## config.mk

```make
export PLATFORM = sky130hd
export DESIGN_NAME = ofifo_drain
export DESIGN_NICKNAME = d
export VERILOG_FILES = /design/src/rtl/ofifo_drain.sv
export SDC_FILE = /design/constraint.sdc
export NUM_CORES = 1
export LEC_CHECK = 0
export ABC_AREA = 1
export BUFFER_PORTS_ARGS = -buffer_cell sky130_fd_sc_hd__buf_2
export CAP_MARGIN = 20
export CORE_ASPECT_RATIO = 1.4
export CORE_MARGIN = 2
export CORE_UTILIZATION = 55
export CTS_BUF_LIST = sky130_fd_sc_hd__clkbuf_8
export CTS_CLUSTER_SIZE = 24
export DETAILED_ROUTE_END_ITERATION = 8
export GPL_TIMING_DRIVEN = 0
export HOLD_SLACK_MARGIN = 0.1
export PLACE_DENSITY = 0.87
export RECOVER_POWER = 25
export SETUP_SLACK_MARGIN = 0.15
export SYNTH_ARGS = -nofsm -noshare
export SYNTH_HDL_FRONTEND = slang
export SYNTH_SLANG_ARGS = --single-unit
```

## constraint.sdc

```tcl
create_clock -name clk -period 4.8 [get_ports clk]
set_input_delay 0.24 -clock clk [delete_from_list [all_inputs] [get_ports clk]]
set_output_delay 0.24 -clock clk [all_outputs]
set_load 0.01 [all_outputs]
```

## src/rtl/ofifo_drain.sv

```systemverilog
// ============================================================================
// ofifo_drain : pops a programmed number of psum vectors from the corelet ofifo
//               and writes them to the psum SRAM at consecutive addresses.
// Revision    : 1.0  initial release
// ============================================================================
`default_nettype none

module ofifo_drain #(
  parameter int COL     = 8,
  parameter int PSUM_BW = 16,
  parameter int ADDR_W  = 11,
  parameter int CNT_W   = 12
) (
  input  logic                   clk,
  input  logic                   reset,
  input  logic                   start,
  input  logic [ADDR_W-1:0]      base_addr,
  input  logic [CNT_W-1:0]       num_vec,
  input  logic                   ofifo_valid,
  input  logic [COL*PSUM_BW-1:0] ofifo_out,
  output logic                   ofifo_rd,
  output logic                   sram_cen,
  output logic                   sram_wen,
  output logic [ADDR_W-1:0]      sram_a,
  output logic [COL*PSUM_BW-1:0] sram_d,
  output logic                   busy,
  output logic                   done
);

  localparam int DW = COL * PSUM_BW;

  typedef enum logic [1:0] {
    S_IDLE  = 2'd0,
    S_READ  = 2'd1,
    S_DRAIN = 2'd2,
    S_DONE  = 2'd3
  } state_t;

  state_t            state_q, state_d;
  logic [CNT_W-1:0]  num_q, num_d;
  logic [CNT_W-1:0]  issued_q, issued_d;
  logic [ADDR_W-1:0] ptr_q, ptr_d;
  logic              wr_pend_q, wr_pend_d;
  logic [ADDR_W-1:0] a_hold_q, a_hold_d;
  logic [DW-1:0]     d_hold_q, d_hold_d;

  always_comb begin
    state_d   = state_q;
    num_d     = num_q;
    issued_d  = issued_q;
    ptr_d     = ptr_q;
    a_hold_d  = a_hold_q;
    d_hold_d  = d_hold_q;
    ofifo_rd  = 1'b0;
    done      = 1'b0;

    // Data popped last cycle is on ofifo_out now; write it and advance the
    // address pointer, which wraps naturally at 2^ADDR_W.
    if (wr_pend_q) begin
      ptr_d    = ptr_q + ADDR_W'(1);
      a_hold_d = ptr_q;
      d_hold_d = ofifo_out;
    end

    case (state_q)
      S_IDLE: begin
        if (start) begin
          num_d    = num_vec;
          issued_d = '0;
          ptr_d    = base_addr;
          state_d  = (num_vec == '0) ? S_DONE : S_READ;
        end
      end
      S_READ: begin
        if (ofifo_valid && (issued_q < num_q)) begin
          ofifo_rd = 1'b1;
          issued_d = issued_q + CNT_W'(1);
          if (issued_d == num_q) state_d = S_DRAIN;
        end
      end
      S_DRAIN: state_d = S_DONE;
      S_DONE: begin
        done    = 1'b1;
        state_d = S_IDLE;
      end
      default: state_d = S_IDLE;
    endcase

    wr_pend_d = ofifo_rd;
  end

  always_ff @(posedge clk or negedge reset) begin
    if (!reset) begin
      state_q   <= S_IDLE;
      num_q     <= '0;
      issued_q  <= '0;
      ptr_q     <= '0;
      wr_pend_q <= 1'b0;
      a_hold_q  <= '0;
      d_hold_q  <= '0;
    end else begin
      state_q   <= state_d;
      num_q     <= num_d;
      issued_q  <= issued_d;
      ptr_q     <= ptr_d;
      wr_pend_q <= wr_pend_d;
      a_hold_q  <= a_hold_d;
      d_hold_q  <= d_hold_d;
    end
  end

  assign sram_cen = ~wr_pend_q;
  assign sram_wen = ~wr_pend_q;
  assign sram_a   = wr_pend_q ? ptr_q : a_hold_q;
  assign sram_d   = wr_pend_q ? ofifo_out : d_hold_q;
  assign busy     = (state_q != S_IDLE);

endmodule

`default_nettype wire
```

==> metrics.md <==
| Metric | Value |
|---|---|
| Critical Path Source Type | `input port` |
| Total GRT Usage | `40.75%` |
| F_max | `332.0 MHz` |
| Worst-path fanout max | `96` |
| Total power | `6.787 mW` |
| Yosys warns | `0` |
| Wire per inst | `19.05 µm` |
| Clock Skew | `0.03214 ns` |
| Clock sink total | `177` |
| Clock share of power | `15.3%` |
| Initial antenna violation count | `3` |
| Vias in the first global route | `9279` |
| WP data arrival | `3.09 ns` |
| Post-route cell area | `0.01137 mm²` |
| Total negative slack | `0 ns` |
| Slew Limit Fails | `97` |
| DP Worst Slack | `2.607 ns` |
| LEAKAGE | `6.330 nW` |
| Max VDD drop | `0.0004856 V` |
| Clk Tree Root Cell | `clkbuf_8` |
| Sequential area share after synthesis | `57.52%` |
| Largest net degree at the start of global routing | `97` |
| Failing checks | `capacitance limit, slew limit` |
| Yosys reg bits | `177` |
| Worst Path Required | `4.88 ns` |
| Clock Pin Slew Worst Setup and Hold Paths | `0.11 ns` |
| Via density | `5.584` |
| Gpl congestion | `0.8360` |
| Fin crit period | `3.012 ns` |
| Die Ht | `144 µm` |
| Internal | `3.652 mW` |
| Sw Pwr | `3.135 mW` |
| H-tree levels | `4` |
| Syn avg cell area | `8.174 µm²` |
| Core ar. | `0.01378 mm²` |
| Post-DP HPWL | `15930 µm` |
| Area delta synth->final | `47.63%` |
| Seq pwr share | `37.1%` |
| Filler cell count | `740` |
| Drt drc | `0` |
| Slew headroom | `-55.83%` |
| Worst setup margin | `1.788 ns` |
| Synth Cell Area | `0.007700 mm²` |
| Number of max-cap violations | `1` |
| Most frequent cells in the layout | `526 x nand2_1, 304 x buf_2, 177 x dfrtp_1` |
| Total routed wirelength | `30740 µm` |
| Die Footprint | `0.01498 mm²` |
| Netlist cell types | `29` |
| Final setup vio count | `0` |
| Layout Nets | `1586` |
| Die width | `104 µm` |
| CTS Buf Count | `17` |
| Commonest non-fill, non-tap cell in the layout | `nand2_1` |
| Pwr Density | `597.1 mW/mm²` |
| First-pass GRT wire length | `47510 µm` |
| Synthesized instance count | `942` |
| DP Area | `0.009460 mm²` |
| Final hold vios | `0` |
| RSZ-0062 raised after global routing | `no` |
| Number of DRC markers in iteration 0 | `810` |
| Synthesized net count | `1116` |
| Min-Delay Path Class | `in -> async` |
| Vias | `9007` |
| Starting Density | `55.86%` |
| Overflow after GRT | `0` |
| Crit. End Element | `asynchronous set/reset pin` |
| Detailed Routing Iterations Pass 1 | `6` |
| Combinational Power Share | `47.7%` |
| Status | `complete, but fails checks` |
| Layout cells sized above 1 | `24.42%` |
| Final cycle utilization of the critical path | `62.74%` |
| Crit Path Class | `in -> async` |
| CTS tree | `yes` |
| CTS max path bufs | `2` |
| Buffers on Ports | `298` |
| DRT antenna net count | `0` |
| Clock Latency Late Sink | `0.47 ns` |
| I/O pin count | `299` |
| Switching portion of total power | `46.19%` |
| Worst slew pin tran | `2.337 ns` |
| Rows | `51` |
[worst max-delay path: stages]
cell and delay (ns):
dlygate4sd3_1 0.57, buf_8 0.45, clkbuf_2 1.71
[sequential cells by signal, indices dropped and copies added (netlist names)]
signal	cells
num_q	12
issued_q	12
d_hold_q	128
a_hold_q	11
ptr_q	11
wr_pend_q	1
state_q	2
[through the flow]
| step | instances | hold slack (ns) | util [%] |
|---|---|---|---|
| 2_1_floorplan | 942 | -0.05559 | - |
| 3_3_place_gp | 1425 | 0.4448 | 68.36 |
| 3_5_place_dp | 1426 | 0.2598 | 68.64 |
| 4_1_cts | 1610 | 0.2855 | 82.58 |
| 5_1_grt | 1613 | 0.3394 | 82.47 |
| 6_report | 1613 | 0.3336 | 82.47 |
[routing by layer]
layer,GRT usage (%),vias up,wire length [µm]
met5,0,-,0
met4,30.01,0,2542
met3,10.27,214,2764
met1,42.57,4198,9975
li1,-,3855,-
met2,71.47,740,15450
[power groups by stage]
stage	Clock (mW)	Combinational, mW	Sequential [mW]
finish	1.04	3.23	2.51
global route	1.11	3.47	2.56
CTS	1.03	2.94	2.42
detailed placement	0	2.82	2.45
global placement	0	2.74	2.42
floorplan	0	1.66	2.37
[kinds of logic (layout without fill, tap and decap cells)]
group	count (synthesis)	in the layout	share of synthesized area (%)
and+or+nand+nor	610	610	31.23
buffers and inverters	86	569	4.404
other	0	3	0
AOI/OAI and AO/OA	45	45	3.185
DFF	177	177	57.52
adders and majority gates	19	19	3.087
xor gates and xnor gates	5	5	0.5687
[final timing paths]
check | start | to | slack, ns | cells after the start
min in group clk | start | ptr_q[10] | 0.34 | 4
worst min-delay path | reset | issued_q[10] | 0.33 | 2
max in group clk | wr_pend_q | sram_d[100] | 1.99 | 6
worst max register to register | num_q[7] | issued_q[1] | 2.27 | 10
worst max-delay path | reset | ptr_q[0] | 1.79 | 3
worst min register to register | a_hold_q[9] | a_hold_q[9] | 0.47 | 2
[timing repair]
action                                 CTS  global route
endpoints found under the hold margin  232             0
gates resized for setup                  0             0
buffers inserted                         0             0
hold buffers                           152             0
[area by class of cell]
cell class / instances / area [µm²] / area share [%]
Tap cell: 185 / 231.5 / 2.036
Clock inverter: 15 / 166.4 / 1.464
Timing Repair Buffer: 451 / 3028 / 26.64
Multi-Input combinational cell: 679 / 2932 / 25.79
Clock buffer: 17 / 234.0 / 2.058
Buffer: 39 / 162.7 / 1.431
Sequential cell: 177 / 4429 / 38.97
Antenna cell: 3 / 7.507 / 0.06604
Inverter: 47 / 176.4 / 1.552
[cell usage after synthesis, drive strengths merged]
cell type | number | area share, %
nand2 | 529 | 26
dfrtp | 177 | 58
inv | 46 | 2.2
nor2 | 32 | 1.7
clkbuf | 30 | 1.5
nand3 | 29 | 1.9
o21ai | 25 | 1.6
ha | 19 | 3.1
a21oi | 14 | 0.96
nand4 | 10 | 0.81
buf | 9 | 0.65
nand3b | 4 | 0.39
o31ai | 4 | 0.39
xor2 | 4 | 0.45
nor3 | 2 | 0.13
nor4 | 2 | 0.24
and3 | 1 | 0.081
clkinv | 1 | 0.049
o21bai | 1 | 0.098
o41ai | 1 | 0.11
or2 | 1 | 0.081
xnor2 | 1 | 0.11
(Power assumes the default switching activity.)
